### src/rtl/jk_mod_counter_pkg.sv
// Shared constants for the JK modulo counter: default geometry and the J/K
// operation encoding used by the flip-flop and the next-state decode.
package jk_mod_counter_pkg;

    localparam int DEFAULT_WIDTH   = 4;
    localparam int DEFAULT_MODULUS = 10;

    typedef enum logic [1:0] {
        HOLD   = 2'b00,
        RESET  = 2'b01,
        SET    = 2'b10,
        TOGGLE = 2'b11
    } jk_op_e;

endpackage

### src/rtl/jk_mod_counter_if.sv
// Control/data bundle of the JK modulo counter; the optional Gray output G
// exists only when JK_CNT_GRAY_OUT_EN is defined.
interface jk_mod_counter_if
    import jk_mod_counter_pkg::*;
#(
    parameter int WIDTH = DEFAULT_WIDTH
);

    logic             EN;
    logic             UP;
    logic             LOAD;
    logic [WIDTH-1:0] D;
    logic [WIDTH-1:0] Q;
    logic [WIDTH-1:0] Q_n;
    logic             TC;
`ifdef JK_CNT_GRAY_OUT_EN
    logic [WIDTH-1:0] G;
`endif

`ifdef JK_CNT_GRAY_OUT_EN
    modport master (output EN, UP, LOAD, D, input Q, Q_n, TC, G);
    modport slave  (input EN, UP, LOAD, D, output Q, Q_n, TC, G);
`else
    modport master (output EN, UP, LOAD, D, input Q, Q_n, TC);
    modport slave  (input EN, UP, LOAD, D, output Q, Q_n, TC);
`endif

endinterface

### src/rtl/jk_ff_sync.sv
// Single JK flip-flop, rising edge, synchronous active-high clear.
module jk_ff_sync
    import jk_mod_counter_pkg::*;
(
    input  logic CLK,
    input  logic CLR,
    input  logic J,
    input  logic K,
    output logic Q,
    output logic Q_n
);

    logic q_d;
    logic q_q;

    always_comb begin
        q_d = q_q;
        case (jk_op_e'({J, K}))
            HOLD:    q_d = q_q;
            RESET:   q_d = 1'b0;
            SET:     q_d = 1'b1;
            TOGGLE:  q_d = ~q_q;
            default: q_d = q_q;
        endcase
    end

    always_ff @(posedge CLK) begin
        if (CLR) begin
            q_q <= 1'b0;
        end else begin
            q_q <= q_d;
        end
    end

    assign Q   = q_q;
    assign Q_n = ~q_q;

endmodule

### src/rtl/jk_mod_counter.sv
// Up/down modulo-MODULUS counter built from jk_ff_sync bits with parallel load.
// Define JK_CNT_GRAY_OUT_EN to add the registered Gray-code output G.
module jk_mod_counter
    import jk_mod_counter_pkg::*;
#(
    parameter int WIDTH   = DEFAULT_WIDTH,
    parameter int MODULUS = DEFAULT_MODULUS
) (
    input  logic              CLK,
    input  logic              CLR,
    jk_mod_counter_if.slave   bus
);

    localparam logic [WIDTH:0]   MOD_W = (WIDTH + 1)'(MODULUS);
    localparam logic [WIDTH-1:0] MAX_Q = WIDTH'(MODULUS - 1);

    logic [WIDTH-1:0] q;
    logic [WIDTH-1:0] q_n;
    logic [WIDTH-1:0] q_next;
    logic [WIDTH-1:0] j;
    logic [WIDTH-1:0] k;
    jk_op_e           op;

    // Target value first, then each bit only gets SET/RESET where it must change.
    always_comb begin
        q_next = q;
        if (bus.LOAD) begin
            q_next = ({1'b0, bus.D} < MOD_W) ? bus.D : '0;
        end else if (bus.EN) begin
            if ({1'b0, q} >= MOD_W) begin
                q_next = '0;
            end else if (bus.UP) begin
                q_next = (q == MAX_Q) ? '0 : q + WIDTH'(1);
            end else begin
                q_next = (q == '0) ? MAX_Q : q - WIDTH'(1);
            end
        end

        j  = '0;
        k  = '0;
        op = HOLD;
        for (int i = 0; i < WIDTH; i++) begin
            if (q_next[i] == q[i]) begin
                op = HOLD;
            end else if (q_next[i]) begin
                op = SET;
            end else begin
                op = RESET;
            end
            {j[i], k[i]} = op;
        end
    end

    for (genvar i = 0; i < WIDTH; i++) begin : g_bit
        jk_ff_sync u_ff (
            .CLK (CLK),
            .CLR (CLR),
            .J   (j[i]),
            .K   (k[i]),
            .Q   (q[i]),
            .Q_n (q_n[i])
        );
    end

    assign bus.Q   = q;
    assign bus.Q_n = q_n;
    assign bus.TC  = bus.EN & ~bus.LOAD & ~CLR &
                     ((bus.UP & (q == MAX_Q)) | (~bus.UP & (q == '0)));

`ifdef JK_CNT_GRAY_OUT_EN
    logic [WIDTH-1:0] gray_d;
    logic [WIDTH-1:0] gray_q;

    always_comb begin
        gray_d = q_next ^ (q_next >> 1);
    end

    always_ff @(posedge CLK) begin
        if (CLR) begin
            gray_q <= '0;
        end else begin
            gray_q <= gray_d;
        end
    end

    assign bus.G = gray_q;
`endif

endmodule

### src/flat_wrapper.sv
// flat-port wrapper written by rule: the top's interface ports become plain ports
module jk_mod_counter_flat import jk_mod_counter_pkg::*;
#(
    parameter int WIDTH   = DEFAULT_WIDTH,
    parameter int MODULUS = DEFAULT_MODULUS
)
  (CLK, CLR, bus_EN, bus_UP, bus_LOAD, bus_D, bus_Q, bus_Q_n, bus_TC);
  jk_mod_counter_if #(.WIDTH(WIDTH)) bus_i ();
  input  logic CLK;
  input  logic CLR;
  input wire logic [$bits(bus_i.EN)-1:0] bus_EN;
  input wire logic [$bits(bus_i.UP)-1:0] bus_UP;
  input wire logic [$bits(bus_i.LOAD)-1:0] bus_LOAD;
  input wire logic [$bits(bus_i.D)-1:0] bus_D;
  output wire logic [$bits(bus_i.Q)-1:0] bus_Q;
  output wire logic [$bits(bus_i.Q_n)-1:0] bus_Q_n;
  output wire logic [$bits(bus_i.TC)-1:0] bus_TC;
  assign bus_i.EN = bus_EN;
  assign bus_i.UP = bus_UP;
  assign bus_i.LOAD = bus_LOAD;
  assign bus_i.D = bus_D;
  assign bus_Q = bus_i.Q;
  assign bus_Q_n = bus_i.Q_n;
  assign bus_TC = bus_i.TC;
  jk_mod_counter #(.WIDTH(WIDTH), .MODULUS(MODULUS)) u_core (.CLK(CLK), .CLR(CLR), .bus(bus_i));
endmodule
### config.mk
export PLATFORM = sky130hd
export DESIGN_NAME = jk_mod_counter_flat
export DESIGN_NICKNAME = d
export VERILOG_FILES = /design/src/rtl/jk_mod_counter_pkg.sv /design/src/rtl/jk_mod_counter_if.sv /design/src/rtl/jk_ff_sync.sv /design/src/rtl/jk_mod_counter.sv /design/src/flat_wrapper.sv
export SDC_FILE = /design/constraint.sdc
export NUM_CORES = 1
export LEC_CHECK = 0
export ABC_AREA = 1
export BUFFER_PORTS_ARGS = -buffer_cell sky130_fd_sc_hd__clkbuf_2
export CORE_MARGIN = 2
export CORE_UTILIZATION = 30
export DETAILED_ROUTE_END_ITERATION = 16
export PLACE_DENSITY = 0.6
export SYNTH_ARGS = -nofsm -noshare
export SYNTH_HDL_FRONTEND = slang
export SYNTH_SLANG_ARGS = --single-unit
### constraint.sdc
create_clock -name CLK -period 2.2 [get_ports CLK]
set_clock_uncertainty 0.05 [all_clocks]
set_input_delay 0.22 -clock CLK [delete_from_list [all_inputs] [get_ports CLK]]
set_output_delay 0.22 -clock CLK [all_outputs]
set_load 0.02 [all_outputs]
; ---- After elaboration in Yosys (flattened, before gate mapping)
; Cells that the tools add are included.
[totals]
wordCells = 62
reg_bits = 4
input_bits = 9
out_inout_bits = 9
[op_classes]
n_addsub = 2
bitwise = 13
reduce_logical = 5
eq_ne = 17
order_cmp = 2
muxes = 19
[op_table]
columns = op, n
row1 = two-way mux 4 bit, 7
row2 = == test 2 bit (second input constant), 8
row3 = two-way mux 2 bit, 8
row4 = one-hot mux 1 bit (3 select lines), 4
row5 = == test 2 x 1 -> 1 bit (second input constant), 4
row6 = logical NOT 2 bit, 4
row7 = inverter 1 bit, 7
row8 = bitwise AND 1 bit, 5
row9 = adder 4 x 1 -> 4 bit (second input constant), 1
row10 = == test 1 bit, 4
row11 = == test 4 bit (second input constant), 1
row12 = greater-or-equal comparator 4 bit (second input constant), 1
row13 = logical NOT 4 bit, 1
row14 = < comparator 4 bit (second input constant), 1
row15 = subtractor 4 x 1 -> 4 bit (second input constant), 1
row16 = bitwise OR 1 bit, 1

; ---- Logic depth before layout (Yosys ltp)
[depth]
word_depth = 10
ltp_mapped = 15
mapped_depth_nobuf = 15

; ---- By module
; From an unflattened synthesis, not the netlist that was laid out.
[hier_totals]
hier_cells = 106
hier_area_um2 = 543.0
[modules_own_cells]
columns = module, cells_per_inst, instances, area_each_um2, seq_area_each_um2
row1 = jk_mod_counter, 78, 1, 372.9, 0.0
row2 = jk_ff_sync, 7, 4, 42.5, 20.0

; ---- Least setup slack after synthesis
; Ideal clock, no wire load.
[synth_path]
path_type = flip-flop to flip-flop
start = register u_core.g_bit[1].u_ff.q_q
end = register u_core.g_bit[1].u_ff.q_q
period_less_slack_ns = 1.866
required_ns = 2.064
path_buffers = 0
path_stages_with_launch = 14
setup_ns = 0.086
slack_ns = 0.334
arrival_time_ns = 1.731
cell_sequence = dfxtp_1 > inv_1 > ha_1 > nand2_1 > nand2_1 > nand2_1 > nand2_1 > inv_1 > nand2_1 > nand2_1 > nand2_1 > nand2_1 > ha_1 > a211oi_1
[synth_between]
word_cells_on_any_way = 20
cone_classes = add/sub (2) / order compare (1) / eq/ne (5) / mux (9) / bitwise (1) / reduce/logical (2)
[synth_rtl]
columns = item, line
row1 = from (decl), jk_ff_sync.sv:14  ; logic q_q;
row2 = from (signal assigned), jk_ff_sync.sv:31  ; q_q <= q_d;
row3 = inverter 1 bit, --
row4 = via u_core.g_bit[1].u_ff.Q_n, jk_ff_sync.sv:10  ; output logic Q_n
row5 = one-hot mux 1 bit (3 select lines), jk_ff_sync.sv:18  ; case (jk_op_e'({J, K}))
; The timed path passes the listed nets, and every way through them passes these cells.
; A chain may end at the register's enable or synchronous reset.

; ---- Final worst setup path
[layout_path]
start = register u_core.g_bit[0].u_ff.q_q
end = register u_core.g_bit[1].u_ff.q_q
[layout_between]
elab_chain_cells = 10
word_cells_on_any_way = 19
cone_classes = add/sub (2) / order compare (1) / eq/ne (5) / mux (9) / reduce/logical (2)
[layout_lines]
columns = item, line
row1 = from (decl), jk_ff_sync.sv:14
row2 = from (signal assigned), jk_ff_sync.sv:31
row3 = subtractor 4 x 1 -> 4 bit (tied with other cells), jk_mod_counter.sv:35  ; q_next = (q == '0) ? MAX_Q : q - WIDTH'(1);
row4 = two-way mux 4 bit (on tied branches), "jk_mod_counter.sv:35, jk_mod_counter.sv:33"
row5 = two-way mux 4 bit, jk_mod_counter.sv:32  ; end else if (bus.UP) begin
row6 = two-way mux 4 bit *, jk_mod_counter.sv:30  ; if ({1'b0, q} >= MOD_W) begin
row7 = two-way mux 4 bit *, jk_mod_counter.sv:29  ; end else if (bus.EN) begin
row8 = two-way mux 4 bit *, jk_mod_counter.sv:27  ; if (bus.LOAD) begin
row9 = two-way mux 2 bit or == test 1 bit (tied branches), "jk_mod_counter.sv:45, jk_mod_counter.sv:43"
row10 = two-way mux 2 bit *, jk_mod_counter.sv:43  ; if (q_next[i] == q[i]) begin
row11 = == test 2 bit or == test 2 x 1 -> 1 bit (tied branches), jk_ff_sync.sv:18
row12 = one-hot mux 1 bit (3 select lines), jk_ff_sync.sv:18
; Mark *: on every way between the ends. The rest lies on a longest branch, timed or not.

==> run summary <==
Setup WS post-layout = 336.2 ps
DP HPWL = 1040 um
die height = 48.18 um
crit path to = u_core.g_bit[1].u_ff.Q
FF+latch count, synth = 4
fmax = 0.5365 GHz
initial antenna violation count = 0
number of max-cap violations = 0
max reg flops = 4
clk_lat worst skew = 230 ps
Max VDD drop = 476.8 uV
largest net degree at the start of global routing = 12
Slew Limit Fails = 0
cell count after synthesis = 92
Via density = 4.569
Place WS = 357.8 ps
R2R setup slack = 340 ps
Crit path max-delay family = adder cells
# nets final = 124
P&R area growth vs syn = 14.74%
Critical Path Max Stage Delay = 300 ps
# port buffers = 17
critical path startpoint category = flop
H-tree depth reported by CTS = 1
antenna cell count = 0
final worst path period need = 1864 ps
Worst-Margin Slew = 468.9 ps
outcome = finished clean
Die W = 48.18 um
CP Class = reg2reg
worst reg2reg startpoint = u_core.g_bit[0].u_ff.Q
Syn Area/Cell = 6.365 um2
Mapped Nets = 109
post-route ant nets = 0
# rows = 15
final setup TNS = 0 ps
CTS Sinks = 4
CTS max path bufs = 2
total power = 0.8478 mW
Synth area leaders = ha_1 (17%), nand2_1 (17%), dfxtp_1 (14%)
number of global-route vias before repair = 462
CORE AREA = 0.001783 mm2
cells resized by post-CTS repair = 0
clock-pin slew on the worst setup and hold paths = 40 ps
CP Max Fanout = 7
post-CTS setup buffer count = 0
# hold bufs at CTS = 0
Worst setup EP type = flop
HP Class = in2reg
PD cells = 1262 mW/mm2
Critical R2R Capture = u_core.g_bit[1].u_ff.Q
global placer's final weighted congestion = 0.9056
worst setup path start = u_core.g_bit[0].u_ff.Q
grt ovf = 0
drt initial violations = 17
Initial Utilization = 0.3284
Post-Syn Area = 585.6 um2
routed vias = 594
RSZ-0062 raised after global routing = false
Total Routed Length = 1273 um
Worst EP arrival = 1960 ps
CTS tree = built
Critical Path RT = 2290 ps
wire per inst = 9.792 um
synth warn = 0
Cell Chain, Critical Path = inv_1 -> ha_1 -> nand3_1 -> nand2_1 -> inv_1 -> nand2_1 -> nand2_1 -> nand2_1 -> nand2_1 -> ha_1 -> a211oi_1
layout cells sized above 1 = 0.2571
Hold Vio Cnt, Final = 0
total stage count of the critical path = 11
fill count = 201
Netlist cell types = 18
Die ar. = 0.002321 mm2
root buffer selected by CTS = clkbuf_4
Worst path slowest cell = dfxtp_1
share of the synthesized area in the top cell type = 0.1709
# DRC = 0
number of I/O pins = 18
R2R depth = 11
commonest non-fill, non-tap cell in the layout = nand2_1
register area share after synthesis = 0.1368
Tcrit/Tclk final = 0.8472
most frequent cell on the critical path = nand2_1
Leakage = 0.3618 nW
Fin Hold WS = 199.9 ps
TritonRoute pass-1 iters = 4
global-route wire length before repair = 1980 um
Buf+Inv Stages, Crit Path = 2
Num CTS Buffers = 3
Total Routing Usage GR = 0.1254
post-route core utilization = 0.3768
area leader, netlist = ha_1
Rel. slew slack = 0.6870
commonest non-fill, non-tap cells in the layout = nand2_1 (26), clkbuf_2 (17), inv_1 (10)
final setup violation count = 0
layer usage:
layer | GRT usage | wire [um] | part of all wire
met5 | 0 | 0 | 0
met1 | 0.1626 | 661 | 0.52
met3 | 0.04444 | 49 | 0.038
met2 | 0.1895 | 561 | 0.44
met4 | 0.04865 | 0 | 0
through the flow:
stage          instances  instance area, um2
3_3_place_gp         127               649.4
3_5_place_dp         127               649.4
6_report             130               671.9
5_1_grt              130               671.9
4_1_cts              130               671.9
2_1_floorplan         92               585.6
where the power goes:
group	total (mW)	internal [mW]	leakage (nW)	switching, mW
Combinational	0.598	0.223	0.315	0.375
Sequential	0.161	0.105	0.0331	0.0556
Clock	0.0885	0.0609	0.0138	0.0276
Total	0.848	0.389	0.362	0.458
logic make-up (layout without fill, tap and decap cells):
family | after synthesis | in the layout | synth area share
xor+xnor | 1 | 1 | 0.01496
fa+ha+maj | 8 | 8 | 0.1709
flops | 4 | 4 | 0.1368
simple gates | 44 | 44 | 0.3355
buf+inv | 20 | 33 | 0.1859
compound gates | 15 | 15 | 0.1560
synthesized netlist by cell type (all sizes together):
cell type / number
nand3: 7
a21oi: 7
o21ai: 3
nand3b: 1
nand2: 26
ha: 8
a211oi: 5
nor3: 1
buf: 9
nand4: 1
inv: 11
dfxtp: 4
xor2: 1
nor2: 8
area by class of cell:
| class | count | area, um2 | share of cell area |
|---|---|---|---|
| clock buffer | 3 | 22.52 | 0.03352 |
| tap | 25 | 31.28 | 0.04655 |
| sequential | 4 | 80.08 | 0.1192 |
| inverter | 11 | 41.29 | 0.06145 |
| timing repair buffer | 19 | 100.1 | 0.1490 |
| multi-input combinational | 68 | 396.6 | 0.5903 |
worst min-delay path by stage:
| stage | startpoint | to | slack (ps) | cells past startpoint |
|---|---|---|---|---|
| 2_1_floorplan | CLR | u_core.g_bit[0].u_ff.Q | 250 | 1 |
| 3_3_place_gp | CLR | u_core.g_bit[0].u_ff.Q | 450 | 2 |
| 3_5_place_dp | CLR | u_core.g_bit[3].u_ff.Q | 450 | 2 |
| 4_1_cts | CLR | u_core.g_bit[0].u_ff.Q | 200 | 2 |
| 5_1_grt | CLR | u_core.g_bit[1].u_ff.Q | 210 | 2 |
| 6_report | CLR | u_core.g_bit[0].u_ff.Q | 200 | 2 |
Note: power is estimated with default switching activity, not from simulation.
